## src/rtl/mio_arbiter.sv

```systemverilog
// Two-master round-robin arbiter sharing one memory/IO port between instruction
// fetch (port 0) and load/store/DMA (port 1), with a wait-state timeout.
module mio_arbiter #(
    parameter int AW      = 32,
    parameter int DW      = 32,
    parameter int TIMEOUT = 15
) (
    input  logic          clk,
    input  logic          reset,
    input  logic          req0,
    input  logic          req1,
    input  logic          we0,
    input  logic          we1,
    input  logic [AW-1:0] addr0,
    input  logic [AW-1:0] addr1,
    input  logic [DW-1:0] wdata0,
    input  logic [DW-1:0] wdata1,
    output logic          gnt0,
    output logic          gnt1,
    output logic          ack0,
    output logic          ack1,
    output logic [DW-1:0] rdata,
    output logic          err,
    output logic          mem_req,
    output logic          mem_w,
    output logic [AW-1:0] mem_addr,
    output logic [DW-1:0] mem_wdata,
    input  logic          MIO_ready,
    input  logic [DW-1:0] mem_rdata,
    output logic          busy
);

    localparam int            CW      = $clog2(TIMEOUT + 1);
    localparam logic [CW-1:0] CNT_MAX = CW'(TIMEOUT - 1);

    typedef enum logic [1:0] {
        S_IDLE,
        S_ACCESS,
        S_RESP
    } state_t;

    state_t        r_state;
    logic          r_owner;
    logic          r_last;
    logic [CW-1:0] r_cnt;
    logic          r_we;
    logic [AW-1:0] r_addr;
    logic [DW-1:0] r_wdata;
    logic [DW-1:0] r_rdata;
    logic          r_err;

    logic w_any;
    logic w_win1;
    logic w_access;
    logic w_resp;

    // On a tie the port that did not win last time gets the bus.
    assign w_any    = req0 | req1;
    assign w_win1   = req1 & (~req0 | ~r_last);
    assign w_access = (r_state == S_ACCESS);
    assign w_resp   = (r_state == S_RESP);

    always_ff @(posedge clk or negedge reset) begin
        if (!reset) begin
            r_state <= S_IDLE;
            r_owner <= 1'b0;
            r_last  <= 1'b1;
            r_cnt   <= '0;
            r_rdata <= '0;
            r_err   <= 1'b0;
        end else begin
            case (r_state)
                S_IDLE: begin
                    if (w_any) begin
                        r_owner <= w_win1;
                        r_last  <= w_win1;
                        r_cnt   <= '0;
                        r_state <= S_ACCESS;
                    end
                end
                S_ACCESS: begin
                    // A ready arriving on the last allowed cycle still counts as success.
                    if (MIO_ready) begin
                        r_rdata <= r_we ? '0 : mem_rdata;
                        r_err   <= 1'b0;
                        r_state <= S_RESP;
                    end else if (r_cnt == CNT_MAX) begin
                        r_rdata <= '0;
                        r_err   <= 1'b1;
                        r_state <= S_RESP;
                    end else begin
                        r_cnt <= r_cnt + CW'(1);
                    end
                end
                S_RESP: begin
                    r_state <= S_IDLE;
                end
                default: begin
                    r_state <= S_IDLE;
                end
            endcase
        end
    end

    // Request payload is captured only at the arbitration edge; outputs are gated by state.
    always_ff @(posedge clk) begin
        if (r_state == S_IDLE && w_any) begin
            r_we    <= w_win1 ? we1    : we0;
            r_addr  <= w_win1 ? addr1  : addr0;
            r_wdata <= w_win1 ? wdata1 : wdata0;
        end
    end

    assign mem_req   = w_access;
    assign mem_w     = w_access & r_we;
    assign mem_addr  = w_access ? r_addr  : '0;
    assign mem_wdata = w_access ? r_wdata : '0;

    assign gnt0  = (w_access | w_resp) & ~r_owner;
    assign gnt1  = (w_access | w_resp) &  r_owner;
    assign ack0  = w_resp & ~r_owner;
    assign ack1  = w_resp &  r_owner;
    assign rdata = r_rdata;
    assign err   = r_err;
    assign busy  = (r_state != S_IDLE);

endmodule
```

## config.mk

```make
export PLATFORM = sky130hd
export DESIGN_NAME = mio_arbiter
export DESIGN_NICKNAME = d
export VERILOG_FILES = /design/src/rtl/mio_arbiter.sv
export SDC_FILE = /design/constraint.sdc
export NUM_CORES = 1
export LEC_CHECK = 0
export BUFFER_PORTS_ARGS = -buffer_cell sky130_fd_sc_hd__buf_4
export CELL_PAD_IN_SITES_DETAIL_PLACEMENT = 0
export CELL_PAD_IN_SITES_GLOBAL_PLACEMENT = 1
export CORE_UTILIZATION = 37
export DETAILED_ROUTE_END_ITERATION = 10
export GPL_TIMING_DRIVEN = 0
export PLACE_DENSITY = 0.95
export SYNTH_ARGS = -nofsm -noshare
export SYNTH_HDL_FRONTEND = slang
export SYNTH_SLANG_ARGS = --single-unit
```

## constraint.sdc

```tcl
create_clock -name clk -period 10.7 [get_ports clk]
set_clock_uncertainty 0.2 [all_clocks]
set_input_delay 1.07 -clock clk [delete_from_list [all_inputs] [get_ports clk]]
set_output_delay 1.07 -clock clk [all_outputs]
set_load 0.01 [all_outputs]
```

# Word-level counts from Yosys, hierarchy flattened
# Cells that the tools add are included.
dict set report totals {
  register_bits 106
  latchBits 0
  mem_bits_rw 0
  mem_bits_ro 0
  input_bits 167
  output_inout_bits 104
  word_cells 56
  memories 0
}
dict set report classes {
  add_sub_neg 1
  multipliers 0
  div 0
  n_lt_le_gt_ge 0
  n_eq_ne 7
  shift 0
  n_mux 18
  n_bitwise 12
  reduce_logical 9
}
# operator count
set ops {}
lappend ops {{$mux 32} 7}
lappend ops {{$mux 4} 3}
lappend ops {{$pmux 4 s2} 1}
lappend ops {{$and 1x1->1} 6}
lappend ops {{$mux 2} 3}
lappend ops {{$ne 2x2->1 const B} 3}
lappend ops {{$reduce_and 2->1} 3}
lappend ops {{$reduce_bool 2->1} 3}
lappend ops {{$add 4x1->4 const B} 1}
lappend ops {{$eq 4x4->1 const B} 1}
lappend ops {{$pmux 2 s2} 1}
lappend ops {{$reduce_and 4->1} 1}
lappend ops {{$mux 1} 3}
lappend ops {{$ne 3x2->1 const B} 1}
lappend ops {{$not 1->1} 3}
lappend ops {{$or 1x1->1} 3}
lappend ops {{$eq 2x1->1 const B} 1}
lappend ops {{$eq 2x2->1 const B} 1}
lappend ops {{$logic_not 2->1} 1}
lappend ops {{$logic_and 1x1->1} 1}

# Logic depth before layout (Yosys ltp)
# Gate-level depths: netlist of the first run.
dict set report logic_depth {
  ltp_word 4
  mapped_depth 6
  mapped_depth_nobuf 5
}

# Worst setup path after synthesis of the first run
# Ideal clock, no wire load.
dict set report synth_path {
  kind {in2reg}
  start {input req0}
  end {register r_addr[0], enable pin}
  setup_ns 0.491
  t_arrival_ns 3.878
  required_time_ns 10.009
  setup_slack_ns 6.131
  stages 2
  n_path_buf 0
  cell_sequence {nor2_1 -> nor2_1}
}
dict set report synth_via {
  elab_chain_len 2
}
# item line
set synth_rtl {}
lappend synth_rtl {{start, declared} 10} ;# input logic req0,
lappend synth_rtl {{$or 1x1->1} 58} ;# assign w_any = req0 | req1;
lappend synth_rtl {{$logic_and 1x1->1} 107} ;# if (r_state == S_IDLE && w_any) begin
lappend synth_rtl {{end signal, assigned} 109} ;# r_addr <= w_win1 ? addr1 : addr0;
lappend synth_rtl {{end, declared} 47} ;# logic [AW-1:0] r_addr;
# Every way passes these cells.
# A chain may end at the register's enable or synchronous reset.

# Worst setup path in the final report of the first run
dict set report layout_path {
  start {register r_state[1]}
  end {output mem_addr[17]}
}
dict set report layout_via {
  elab_chain_len 2
}
# item line
set layout_rtl {}
lappend layout_rtl {{start, declared} 42} ;# state_t r_state;
lappend layout_rtl {{start signal, assigned} 65} ;# r_state <= S_IDLE;
lappend layout_rtl {{start signal, assigned} 78} ;# r_state <= S_ACCESS;
lappend layout_rtl {{start signal, assigned} 86} ;# r_state <= S_RESP;
lappend layout_rtl {{$eq 2x1->1} 60} ;# assign w_access = (r_state == S_ACCESS);
lappend layout_rtl {{$mux 32} 116} ;# assign mem_addr = w_access ? r_addr : '0;
lappend layout_rtl {{end, declared} 26} ;# output logic [AW-1:0] mem_addr,
# Every way passes these cells.

==> out/metrics.yaml, run 1 <==
synth_edf_count: 65
pwr-share-clk: 0.197
postSynthAreaPerCell_um2: 13.5
critPathMaxFanout: 10
routabilityCongestion: 0.845
hold_buffers: 0
row_count: 42
ioPinCount: 271
hold_viol_final: 0
core_area_mm2: 0.0135
numClockSinks: 106
synth-warning-count: 0
cp-end-kind: "output pin"
crit_arrival_ps: 2370
synth_area_mm2: 0.00519
power_frac_seq: 0.367
synth-seq-cells: 106
syn2layout_area_growth_pct: 49.9
die-width_um: 120
rsz0062_at_grt: "no"
vdd_drop_max_uv: 142
cpPeakStageDelay_ps: 470
dr.first_iter.drc_count: 145
fillers: 1138
fin_tns_setup_ps: 0
final_cell_mix: "274 x buf_4, 68 x and2_1, 65 x mux2_2, 65 x edfxtp_1, 40 x dfrtp_1"
fin_crit_sh: 0.340
dp_hpwl_um: 11700
worst_slew_pin_slew_ps: 926
max_freq_mhz: 275
final_antenna_net_count: 0
antenna_found_initial: 0
switching_share: 0.331
cap_violations: 0
post_cts_buffers: 0
cts_tree: "yes"
synth-seq-area-share: 0.574
setup_viol: 0
crit_path_frequent_cell: "clkbuf_1"
hold_class: "reg -> reg"
io_buffers: 270
finalPower_mw: 1.77
final_common_cell: "buf_4"
netlist_instances: 385
setup.worst_path.class: "reg -> out"
cts_buffer_depth: 2
routedWlPerCell_um: 17.8
combPwrFrac: 0.436
track_usage: 0.213
dr.pass1.iters: 4
cts_resized: 0
drc: 0
cp_cell_sequence: "inv_1 -> ha_1 -> clkbuf_1 -> clkbuf_1 -> and2_1 -> buf_4"
grt_pass1_wl_um: 23100
synth_cell_types: 30
status: "finished, final reports clean"
p_leak_nw: 3.82
maxSlewViolCount: 0
p_int_mw: 1.18
grt.overflow.total: 0
initial_core_util: 0.386
switchingPower_mw: 0.587
path_clk_slew_ps: 60
p_per_area_mw_per_mm2: 228
ys.flop_type: "edfxtp_1"
period_minus_slack_ps: 3640
grt_pass1_vias: 4560
grt_max_degree: 42
clock_latency_ps: 350
drt-vias-per-instance: 4.92
root_buffer: "clkbuf_16"
antenna_cells: 0
cp-start-kind: "flop"
required_ps: 9430
vias: 4174
synth_nets: 558
wl_um: 15100
cts-buffers-inserted: 9
relSlewSlack: 0.381
fp.dieH_um: 120
slowest_stage: "clkbuf_1"
ys_async_sr_fraction: 0.387
dieArea_mm2: 0.0145
drive_above_1_share: 0.542
fin_nets: 840
cts_htree_levels: 3
[registers in the layout (all words and copies together), names as in the netlist]
signal / flops
r_state: 2
rdata: 32
r_we: 1
r_addr: 32
r_last: 1
r_owner: 1
err: 1
r_cnt: 4
r_wdata: 32
[cells in the mapped netlist (all sizes together), types with 5 or more instances]
cell	count	area share
dfrtp	40	0.19
and2	68	0.082
a21o	34	0.049
a21oi	7	0.0068
inv	6	0.0043
mux2	66	0.14
buf	10	0.012
clkbuf	17	0.012
nor2b	5	0.0060
ha	6	0.014
edfxtp	65	0.38
and4b	32	0.062
[power by group through the flow]
stage	clock [mW]	sequential, mW	combinational (mW)
finish	0.349	0.650	0.773
global route	0.372	0.664	0.836
CTS	0.356	0.651	0.783
detailed placement	0	0.659	0.777
global placement	0	0.665	0.751
floorplan	0	0.672	0.371
[worst paths after layout]
path	startpoint	to	slack [ps]	cells after the start
worst min-delay path	rdata[6]	rdata[6]	280	1
worst max-delay path	r_state[1]	mem_addr[17]	7060	6
worst max register to register	r_state[0]	r_addr[19]	8150	5
max in group asynchronous	reset	r_last	9440	1
min in group asynchronous	reset	r_state[1]	500	1
worst min register to register	rdata[6]	rdata[6]	280	1
[final cells by class]
class	count	area, µm²	area share
clock buffers	11	233	0.0299
inverters	6	22.5	0.00290
repair buffers	271	2050	0.263
well taps	176	220	0.0283
plain buffers	27	124	0.0159
multi-input cells	246	2070	0.266
clock inverters	5	78.8	0.0101
flip-flops and latches	106	2980	0.383
[worst max-delay path: cells and delay by family (launching register included)]
family	cells	cell delay, ps
fa+ha+maj	1	250
simple gates	1	200
buf+inv	4	1160
flops	1	400
[cell families (layout without fill, tap and decap cells)]
| kind of cell | after synthesis | after routing | synth area share |
|---|---|---|---|
| AO/OA/AOI/OAI | 53 | 53 | 0.0721 |
| adder cells (fa/ha/maj) | 6 | 6 | 0.0145 |
| buffers and inverters | 33 | 320 | 0.0282 |
| flip-flops | 106 | 106 | 0.574 |
| multiplexers | 66 | 66 | 0.144 |
| AND/OR/NAND/NOR | 121 | 121 | 0.167 |
[layer usage]
metal / GRT usage / routed length (µm) / part of all wire / vias to the layer above
li1: - / - / - / 1973
met1: 0.220 / 5460 / 0.36 / 1998
met2: 0.384 / 7850 / 0.52 / 179
met3: 0.0873 / 1470 / 0.097 / 24
met4: 0.0795 / 342 / 0.023 / 0
met5: 0 / 0 / 0 / -
[through the flow]
stage	cells	instance area [µm²]	utilization	setup slack, ps	hold slack (ps)
after floorplan	385	5190	-	6130	304
after global placement	831	7430	0.553	4760	259
after detailed placement	832	7460	0.555	7360	267
after CTS	848	7770	0.578	6970	282
after global routing	848	7770	0.578	6810	294
final	848	7770	0.578	7060	279
(Power assumes the default switching activity.)
==> run 2, diff against run 1 <==
ABC_AREA = 1   (was unset)
CORE_UTILIZATION = 32   (was 37)
PLACE_DENSITY = 0.92   (was 0.95)
clock period = 3.6 ns   (was 10.7 ns; I/O delays follow)
==> out/metrics.yaml, run 2 <==
status: "finished, final reports clean"
synthTopCellsByCount: "314 x nand2_1, 82 x inv_1, 69 x nand3_1"
fin_nets: 1089  # +30%
synth_area_leaders: "edfxtp_1 38%, nand2_1 23%, dfrtp_1 19%, nand3_1 6.7%, inv_1 5.9%"
drive_above_1_share: 0.347  # -0.194
clock_latency_ps: 340  # about the same
netlist_instances: 632  # +64%
io_buffers: 270  # unchanged
synth_nets: 805  # +44%
cp-start-kind: "flop"
grt_pass1_vias: 4475  # -1.9%
cts_buffer_depth: 2  # unchanged
track_usage: 0.176  # -0.0373
setup_viol: 0  # unchanged
yosys.cell_count.top_type: "nand2_1"
cts-buffers-inserted: 9  # unchanged
cp-end-kind: "output pin"
wl_um: 14700  # -2.7%
root_buffer: "clkbuf_16"
cp_cell_sequence: "inv_1 -> ha_1 -> buf_2 -> buf_2 -> nand2_1 -> inv_1 -> buf_4"
synth_edf_count: 65  # unchanged
syn2layout_area_growth_pct: 52.0
reg2reg_depth: 6  # +1
setup.worst_path.class: "reg -> out"
path_clk_slew_ps: 70  # about the same
synth.largest_area_cell: "edfxtp_1"
fin_crit_sh: 0.717
postSynthAreaPerCell_um2: 8.19  # -39%
routedWlPerCell_um: 12.9  # -27%
stdcell_count: 1137  # +34%
worstHoldPathCells: 3  # +2
vias: 4883  # +17%
pre_cts_ws_ps: 1230  # -6140 ps
grt_pass1_wl_um: 22200  # -3.9%
fillers: 1531  # +35%
drt-vias-per-instance: 4.29  # -13%
vdd_drop_max_uv: 278  # +95%
ioPinCount: 271  # unchanged
rr_startpoint: "r_state[0]"
hold_class: "in -> reg"
netlist.area_leader.share: 0.377  # +0.000727
critPathMaxFanout: 10  # unchanged
routabilityCongestion: 0.771  # -8.8%
antenna_found_initial: 0  # unchanged
cts_tree: "yes"
synth_cell_types: 21  # -30%
grt.overflow.total: 0  # unchanged
initial_core_util: 0.327  # -0.0585
final_antenna_net_count: 0  # unchanged
fp.dieH_um: 129  # +7.3%
finalPower_mw: 5.46  # +210%
row_count: 46  # +9.5%
core_area_mm2: 0.0158  # +18%
relSlewSlack: 0.589  # +0.207
period_minus_slack_ps: 2580
cpPeakStageDelay_ps: 400  # -70 ps
hold_slack_ps: 30.4  # -249 ps
numClockSinks: 106  # unchanged
ys.flop_type: "edfxtp_1"
dieArea_mm2: 0.0167  # +15%
required_ps: 3040  # -6390 ps
maxSlewViolCount: 0  # unchanged
dp_cells: 1120  # +35%
die-width_um: 129  # +7.3%
synth_area_mm2: 0.00518  # -0.19%
dpl_cell_area_mm2: 0.00753  # +0.86%
antenna_cells: 0  # unchanged
min_from: "mem_rdata[21]"
final_cell_mix: "314 x nand2_1, 273 x buf_4, 82 x inv_1, 69 x nand3_1, 65 x edfxtp_1"
cap_violations: 0  # unchanged
p_per_area_mw_per_mm2: 694  # +200%
final_common_cell: "nand2_1"
rsz0062_at_grt: "no"
crit_path_start: "r_state[1]"
ys_async_sr_fraction: 0.387  # unchanged
synth-seq-area-share: 0.575  # +0.00111
setup_ws_ps: 1020  # -6050 ps
fin_tns_setup_ps: 0  # unchanged
worst_slew_pin_slew_ps: 616  # -310 ps
drc: 0  # unchanged
synth-seq-cells: 106  # unchanged
design_area_mm2: 0.00787  # +1.2%
hold_viol_final: 0  # unchanged
cts_htree_levels: 3  # unchanged
final_util: 0.497  # -0.0808
crit_arrival_ps: 2020  # -350 ps
p_leak_nw: 4.57  # +20%
dr.first_iter.drc_count: 172  # +19%
dp_hpwl_um: 11400  # -2.3%
synth-warning-count: 0  # unchanged
max_freq_mhz: 387
dr.pass1.iters: 4  # unchanged
grt_max_degree: 42  # unchanged
slowest_stage: "dfrtp_1"
==> run 2: changes by cell type after synthesis, sizes merged, moves of 32 or more <==
cell / before / now
and2: 68 / 0
inv: 6 / 83
mux2: 66 / 0
a21o: 34 / 0
nand2: 3 / 316
and4b: 32 / 0
nand3: 3 / 69
==> run 2: worst max-delay path, delay by kind of cell, from the launching register on <==
family	cells	cell delay, ps
adders and majority gates	1	290
and+or+nand+nor	1	80
buffers and inverters	5	910
DFF	1	400
==> run 2: worst paths after layout <==
path	endpoint	slack, ps
min in group asynchronous	rdata[24]	340
min	rdata[21]	30
max in group asynchronous	r_last	2490
min reg2reg	r_last	300
max reg2reg	r_wdata[3]	1220
max	mem_wdata[9]	1020
==> run 2: cell type report <==
cell class | count | area [µm²] | share of cell area
tap | 216 | 270 | 0.0344
buffer | 34 | 166 | 0.0212
inverter | 83 | 312 | 0.0396
timing repair buffer | 273 | 2080 | 0.264
multi-input combinational | 409 | 1730 | 0.220
sequential | 106 | 2980 | 0.379
clock buffer | 11 | 275 | 0.0350
clock inverter | 5 | 56.3 | 0.00716
==> run 2: routing by layer <==
metal | vias to the layer above | GRT usage | wire length, µm
li1 | 2509 | - | -
met1 | 2148 | 0.198 | 5770
met2 | 208 | 0.312 | 7340
met3 | 18 | 0.0533 | 1350
met4 | 0 | 0.0664 | 257
met5 | - | 0 | 0
==> run 2: power breakdown <==
part / total [mW] / leakage (nW) / internal [mW] / switching (mW)
sequential: 2.02 / 1.17 / 1.84 / 0.182
combinational: 2.37 / 3.23 / 1.05 / 1.32
clock: 1.07 / 0.162 / 0.624 / 0.447
==> run 2: repair_timing <==
item | 4_1_cts | 5_1_grt
gates resized for setup | 0 | 0
hold endpoints to repair | 40 | 0
hold buffers | 1 | 0
setup buffers | 0 | 0
==> run 2: cell families after synthesis <==
family	Yosys count	share of synthesized area
AO/OA/AOI/OAI	9	0.00918
flip-flops	106	0.575
adder cells (fa/ha/maj)	6	0.0145
XOR/XNOR	1	0.00169
buffers and inverters	117	0.0923
AND/OR/NAND/NOR	393	0.307
